[config.mk]
export PLATFORM = sky130hd
export DESIGN_NAME = alu_arb_ctrl
export DESIGN_NICKNAME = d
export VERILOG_FILES = /design/src/rtl/alu_arb_ctrl.sv
export SDC_FILE = /design/constraint.sdc
export NUM_CORES = 1
export LEC_CHECK = 0
export CORE_ASPECT_RATIO = 0.9
export CORE_MARGIN = 2
export CORE_UTILIZATION = 25
export DETAILED_ROUTE_END_ITERATION = 12
export PLACE_DENSITY = 0.62
export SYNTH_ARGS = -nofsm -noshare
export SYNTH_HDL_FRONTEND = slang
export SYNTH_SLANG_ARGS = --single-unit
[constraint.sdc]
create_clock -name clk -period 1.6 [get_ports clk]
set_clock_uncertainty 0.2 [all_clocks]
set_input_delay 0.32 -clock clk [delete_from_list [all_inputs] [get_ports clk]]
set_output_delay 0.32 -clock clk [all_outputs]
set_load 0.01 [all_outputs]
[src/rtl/alu_arb_ctrl.sv]
// Two-requester arbiter/sequencer that owns the shared combinational ALU inputs.
// Build macro ALU_ARB_FIXED_PRIO_EN: requester 0 always wins ties and the pointer is not built.
module alu_arb_ctrl #(
    parameter int WIDTH = 4,
    parameter int OPW   = 3
) (
    input  logic             clk,
    input  logic             rst,
    input  logic [1:0]       req_valid,
    output logic [1:0]       req_ready,
    input  logic [WIDTH-1:0] req0_a,
    input  logic [WIDTH-1:0] req1_a,
    input  logic [WIDTH-1:0] req0_b,
    input  logic [WIDTH-1:0] req1_b,
    input  logic [OPW-1:0]   req0_op,
    input  logic [OPW-1:0]   req1_op,
    input  logic             req0_cin,
    input  logic             req1_cin,
    output logic [1:0]       rsp_valid,
    input  logic [1:0]       rsp_ready,
    output logic [WIDTH-1:0] rsp_result,
    output logic [3:0]       rsp_flags,
    output logic [WIDTH-1:0] alu_a,
    output logic [WIDTH-1:0] alu_b,
    output logic [OPW-1:0]   alu_control,
    output logic             alu_carryin,
    input  logic [WIDTH-1:0] alu_result,
    input  logic             alu_n,
    input  logic             alu_z,
    input  logic             alu_c,
    input  logic             alu_v,
    output logic             busy
);
    typedef enum logic [1:0] {IDLE = 2'd0, EXEC = 2'd1, RESP = 2'd2} state_t;

    state_t state, state_nxt;
    logic   pick;
    logic   grant;
    logic   accept;
    logic   done;

`ifdef ALU_ARB_FIXED_PRIO_EN
    assign pick = ~req_valid[0];
`else
    logic ptr;

    // Contention goes to the pointer owner; otherwise to whichever requester is valid.
    assign pick = (req_valid == 2'b11) ? ptr : req_valid[1];

    always_ff @(posedge clk or posedge rst) begin
        if (rst) begin
            ptr <= 1'b0;
        end else if (done) begin
            ptr <= ~grant;
        end
    end
`endif

    assign accept = (state == IDLE) && req_valid[pick];
    assign done   = (state == RESP) && rsp_ready[grant];

    always_ff @(posedge clk or posedge rst) begin
        if (rst) begin
            state <= IDLE;
        end else begin
            state <= state_nxt;
        end
    end

    always_comb begin
        state_nxt = state;
        req_ready = 2'b00;
        rsp_valid = 2'b00;
        busy      = 1'b1;
        case (state)
            IDLE: begin
                busy = 1'b0;
                if (accept) begin
                    req_ready[pick] = 1'b1;
                    state_nxt       = EXEC;
                end
            end
            EXEC: state_nxt = RESP;
            RESP: begin
                rsp_valid[grant] = 1'b1;
                if (done) begin
                    state_nxt = IDLE;
                end
            end
            default: state_nxt = IDLE;
        endcase
    end

    // Operands are latched on acceptance and left in place afterwards; the
    // ALU output is sampled at the end of the single EXEC cycle.
    always_ff @(posedge clk or posedge rst) begin
        if (rst) begin
            grant       <= 1'b0;
            alu_a       <= '0;
            alu_b       <= '0;
            alu_control <= '0;
            alu_carryin <= 1'b0;
            rsp_result  <= '0;
            rsp_flags   <= '0;
        end else begin
            if (accept) begin
                grant       <= pick;
                alu_a       <= pick ? req1_a   : req0_a;
                alu_b       <= pick ? req1_b   : req0_b;
                alu_control <= pick ? req1_op  : req0_op;
                alu_carryin <= pick ? req1_cin : req0_cin;
            end
            if (state == EXEC) begin
                rsp_result <= alu_result;
                rsp_flags  <= {alu_n, alu_z, alu_c, alu_v};
            end
        end
    end
endmodule

==> results of run 1 <==
-- flip-flops by register name, indices dropped and copies added (netlist names) --
signal       count
alu_a            4
alu_b            4
rsp_flags        4
rsp_result       4
alu_control      3
state            2
alu_carryin      1
grant            1
ptr              1
-- cell usage after synthesis --
library cell	instances	area share (%)
and3_1	1	0.58
nor2_1	2	0.69
buf_2	2	0.92
nor3b_1	1	0.69
a221o_1	12	11
buf_6	2	2.1
o21ai_2	1	0.80
clkbuf_1	1	0.34
a21o_1	1	0.69
nand2b_1	2	1.1
and3_4	1	1.0
buf_4	1	0.69
a31oi_1	1	0.58
nor2_4	1	1.0
inv_1	4	1.4
inv_2	1	0.34
and2b_1	1	0.69
a21oi_1	1	0.46
o21ai_0	3	1.4
dfrtp_1	24	55
mux2_1	8	8.3
nand2_1	13	4.5
nor3_1	12	5.5
-- per-layer routing --
metal | track usage [%] | part of all wire (%) | vias up
met5 | 0 | 0 | -
met4 | 4.55 | 2.0 | 0
met1 | 16.6 | 39 | 526
met2 | 28.8 | 52 | 45
met3 | 3.03 | 6.3 | 7
li1 | - | - | 513
-- power by group --
group / switching (mW) / total, mW / internal [mW]
Sequential: 0.172 / 1.08 / 0.907
Clock: 0.199 / 0.419 / 0.220
Combinational: 0.882 / 2.07 / 1.19
Total: 1.25 / 3.57 / 2.32
-- what timing repair did --
item | CTS | global route
hold buffers | 0 | 0
buffers inserted | 4 | 0
gates cloned | 1 | 0
pin swaps | 3 | 3
endpoints found under the setup margin | 37 | 25
resized for setup | 52 | 10
-- critical path: cells and delay by family (launching register included) --
family	cells	cell delay, ps
buf+inv	2	230
flops	1	430
simple gates	2	340
-- final cells by class --
type                       instances  area (sq um)
fill                             371          2100
timing repair buffer              82           792
sequential                        24           601
multi-input combinational         61           507
tap                               48          60.1
clock buffer                       4          55.1
inverter                           5          18.8
-- final timing paths --
path	from	end	cells after the start
setup / recovery	state[1]$_DFFE_PP0P_	req_ready[1]	4
hold / removal	rst	rsp_result[2]$_DFFE_PP0N_	3
setup reg to reg	state[1]$_DFFE_PP0P_	alu_a[1]$_DFFE_PP0N_	6
hold reg to reg	rsp_result[0]$_DFFE_PP0N_	rsp_result[0]$_DFFE_PP0N_	1
max in group asynchronous	rst	alu_b[2]$_DFFE_PP0N_	3
min in group clk	rsp_result[0]$_DFFE_PP0N_	rsp_result[0]$_DFFE_PP0N_	1
-- cells in the final DEF (no fill, tap or decap), drive strengths merged, types with 2 or more instances in the layout --
cell type,count
a221o,12
nor3,12
buf,24
nand2,13
mux2,8
and3,2
dfrtp,24
nand2b,2
nor2,3
clkbuf,4
inv,5
o21ai,4
dlygate4sd2,22
clkdlybuf4s50,35
-- cell families after synthesis --
| group | after synthesis |
|---|---|
| flops | 24 |
| compound gates | 19 |
| mux | 8 |
| buf+inv | 11 |
| simple gates | 34 |
==> results.md, run 1 <==
- CP Data Required Time: 1080 ps
- Crit path DAT: 1280 ps
- Max Slew Vio Count: 0
- Largest net degree at the start of global routing: 25
- LEAKAGE: 0.946 nW
- Die span in y: 66.6 um
- Fraction of the mapped netlist area in simple logic gates: approximately 16%
- DRT Pass-1 Iters: 4
- Library cells used by synthesis: 23
- Seq cells post-synth: 24
- Synthesis-to-finish area growth: 86.8%
- Synthesized area: roughly 0.0011 sq mm
- Post-route setup TNS: -1930 ps
- Failing checks: negative setup slack
- Fraction of the mapped netlist area in adder cells: 0%
- Slowest-stage cell, CP: dfrtp_1
- First-pass GRT wire length: 5.55 mm
- Fin cells: 224
- Unrepaired setup endpoints after global routing: yes
- Mux contribution to synthesized area: slightly above 8%
- Fin area: ~0.002 sq mm
- FP Rows: 22
- Cell Chain, Critical Path: nor2_4 -> inv_2 -> nor3b_4 -> buf_2
- DRC marker count from the first detailed-route iteration: 50
- Via Count: 1091
- Die outline area: 0.00490 sq mm
- Compound-Gate Fraction of Synth Area: 14.9%
- Max-slew headroom: 79.6%
- TritonCTS buffer count: 3
- Final hold slack: just under 200 ps
- CTS tree: done
- Core ar.: a little over 0.004 sq mm
- CTS sink count: 24
- Synth warn: 0
- Initial antenna violation count: 0
- Slew of the pin with the lowest slew margin: 306 ps
- Worst setup margin: -203 ps
- Die width: around 74 um
- Vias per cell: between 4 and 5
- Routed Antenna Nets: 0
- Syn Area/Cell: 11.3 sq um
- Largest family of logic cells by synthesized area: simple AND/OR/NAND/NOR gates
- Hold Path Class: in -> async
- Synth Instances: 96
- Ports: 63
- Grt total ovfl: 0
- Placed cells: 215
- H-tree depth: 1
- Post-layout util: 49.2%
- Outcome: finished, violations left
- Share of layout cells above drive strength 1: 24.4%
- XOR/XNOR Fraction of Synth Area: 0%
- Starting Density: between 20% and 30%
- Worst VDD drop: 0.000516 V
- Vias in the first global route: 1153
- Critical Path Start Type: register
- Overall power: 3.57 mW
- Final period util: 113%
- Max_cap viols: 0
- CP max stage delay: ~430 ps
- All-Layer GR Usage: 15.1%
- Proportion of synthesized chip area in sequential cells: 55.2%
- Setup CP Type: reg -> out
- Clock Pin Slew Worst Setup and Hold Paths: 90 ps
- Drt total wl: 3.60 mm
- Post-route minimum period: 1800 ps
- Crit. End Element: output port
- Antenna cell count: 0
- Critical path peak fanout: 2
- Final setup fails: 17
- Post-place setup slack: -741 ps
- Drc violations: 0
- Detail Placement HPWL: 2.53 mm
- GPL Wtd Cong: 0.811
- FMAX: 555 MHz
- Reg2reg setup slack: -180 ps
- Skew-Pair Late Insertion Delay: 270 ps
- Root Driver: clkbuf_8
- WL/cell: 16.1 um
- Hold Fails Final Rpt: 0
- Port bufs: 62
- PD cells: 1760 mW/mm^2
- Bufs on Longest Clock Path: 2
- Fin nets: 215
- Placed inst area: 0.00186 sq mm
- Syn Nets: 134
Note: power is estimated with default switching activity, not from simulation.
==> inputs of run 2 (changes only) <==
CORE_MARGIN = 4   (was 2)
clock period = 1.9 ns   (was 1.6 ns; I/O delays follow)
==> results.md, run 2 (synthesis gave the netlist of run 1 again) <==
- Post-CTS Hold Buffers: 0
- Unrepaired setup endpoints after global routing: no
- Hold Path Class: in -> async
- Worst VDD drop: 0.000560 V
- CP Data Required Time: 1320 ps
- Clock share of power: 10.7%
- GPL Wtd Cong: roughly 0.7
- Vias in the first global route: 1113
- P_sw: 0.908 mW
- Hold Fails Final Rpt: 0
- DRC marker count from the first detailed-route iteration: 69
- DRT Pass-1 Iters: 5
- Port bufs: 62
- Drc violations: 0
- WL/cell: roughly 15 um
- Max-slew headroom: 73.2%
- Clock Pin Slew Worst Setup and Hold Paths: 80 ps
- CTS sink count: 24
- Initial antenna violation count: 0
- H-tree depth: 1
- CP max stage delay: a little under 500 ps
- Die outline area: about 0.0055 sq mm
- Largest net degree at the start of global routing: 25
- Root Driver: clkbuf_8
- FP Rows: 22
- Critical path peak fanout: 3
- All-Layer GR Usage: 12.3%
- Crit path DAT: 1240 ps
- TritonCTS buffer count: 3
- First-pass GRT wire length: about 5.4 mm
- CTS tree: done
- Slew of the pin with the lowest slew margin: 402 ps
- Starting Density: 26.4%
- Comb pwr share: 55.1%
- Most frequent cells in the layout: 56 x clkdlybuf4s50_1, 24 x dfrtp_1, 15 x buf_4, 13 x nand2_1
- Post-route minimum period: 1820 ps
- Post-place setup slack: -540 ps
- Sequential share of power: 34.2%
- Crit. End Element: output port
- Final period util: 95.8%
- Antenna cell count: 0
- Max_cap viols: 0
- Die span in y: 70.6 um
- Worst setup margin: 78.9 ps
- FMAX: 549 MHz
- Detail Placement HPWL: 2.49 mm
- LEAKAGE: slightly above 0.8 nW
- Multi-input combinational cell area: 430 sq um
- Setup CP Type: in -> out
- Cell Chain, Critical Path: clkdlybuf4s50_1 -> nand2_1 -> and3_4 -> buf_2
- Drt total wl: 3.20 mm
- Bufs on Longest Clock Path: 2
- Fill cells: 389
- Overall power: 2.68 mW
- Routed Antenna Nets: 0
- Ports: 63
- Vias per cell: around 4.7
- Fin nets: 210
- Grt total ovfl: 0
- P_int: between 1.5 and 2 mW
- Synthesis-to-finish area growth: 71.0%
- Critical Path Start Type: primary input
- Sw frac: about 34%
- Outcome: finished clean
- Core ar.: 0.00413 sq mm
- PD cells: 1440 mW/mm^2
- Share of layout cells above drive strength 1: 16.5%
- Die width: 77.6 um
- Skew-Pair Late Insertion Delay: 260 ps
- Via Count: 1032
- Max Slew Vio Count: 0
- Slowest-stage cell, CP: clkdlybuf4s50_1
- Commonest non-fill, non-tap cell in the layout: clkdlybuf4s50_1
- Register Area: around 600 sq um
- Final setup fails: 0
## run 2: cell types whose count changed in the layout (fill, tap and decap cells not counted), sizes merged
cell and delta:
bufbuf -1, clkdlybuf4s50 +21, buf -6, clkbuf +1, dlygate4sd2 -22, dlymetal6s2s +1
## run 2: path summary, 6_finish.rpt
check | start | endpoint | slack, ps | cells after the start
min reg2reg | rsp_flags[3]$_DFFE_PP0N_ | rsp_flags[3]$_DFFE_PP0N_ | 290 | 1
max | req_valid[1] | req_ready[0] | 80 | 4
min in group clk | rsp_flags[3]$_DFFE_PP0N_ | rsp_flags[3]$_DFFE_PP0N_ | 290 | 1
min | rst | rsp_result[0]$_DFFE_PP0N_ | 260 | 3
max reg2reg | state[1]$_DFFE_PP0P_ | rsp_flags[0]$_DFFE_PP0N_ | 300 | 3
max in group asynchronous | rst | grant$_DFFE_PP0N_ | 1000 | 3
## run 2: worst max-delay path, delay by kind of cell
family	cells	cell delay, ps
buffers and inverters	2	620
AND/OR/NAND/NOR	2	240
## run 2: what timing repair did
| action | 4_1_cts | 5_1_grt |
|---|---|---|
| endpoints found under the setup margin | 5 | 3 |
| setup buffers | 2 | 0 |
| pin swaps | 1 | 1 |
| resized for setup | 17 | 3 |
## run 2: cell type report
class / count / share of cell area, %
clock buffer: 3 / 2.22
inverter: 5 / 1.01
multi-input combinational: 61 / 23.1
sequential: 24 / 32.3
tap: 48 / 3.23
timing repair buffer: 77 / 38.2
## run 2: power by group through the flow
stage / Sequential (mW) / Clock (mW) / Combinational [mW]
global placement: 0.921 / 0 / 1.48
global route: 0.952 / 0.321 / 1.60
floorplan: 1.02 / 0 / 0.588
detailed placement: 0.929 / 0 / 1.50
CTS: 0.920 / 0.301 / 1.51
finish: 0.916 / 0.287 / 1.48
## run 2: metrics by stage
stage	hold slack, ps	TNS [ps]	utilization, %	std cells	cell area, sq um
after floorplan	195	0	-	96	1090
after global placement	275	-2130	44.2	213	1820
after detailed placement	280	-2390	44.2	213	1820
after CTS	270	0	45.3	218	1870
after global routing	307	0	45.1	218	1860
final	262	0	45.1	218	1860
## run 2: routing by layer
layer  GRT usage, %  share of wire, %  wire length (um)
met3           4.20               6.6               213
met1           15.2                44              1420
met2           20.9                49              1570
met4           2.57                 0                 0
met5              0                 0                 0
==> inputs of run 3 (changes only) <==
CTS_CLUSTER_SIZE = 40   (was default)
==> results of run 3 <==
Final layout, timing and power as in run 2 (identical DEF).
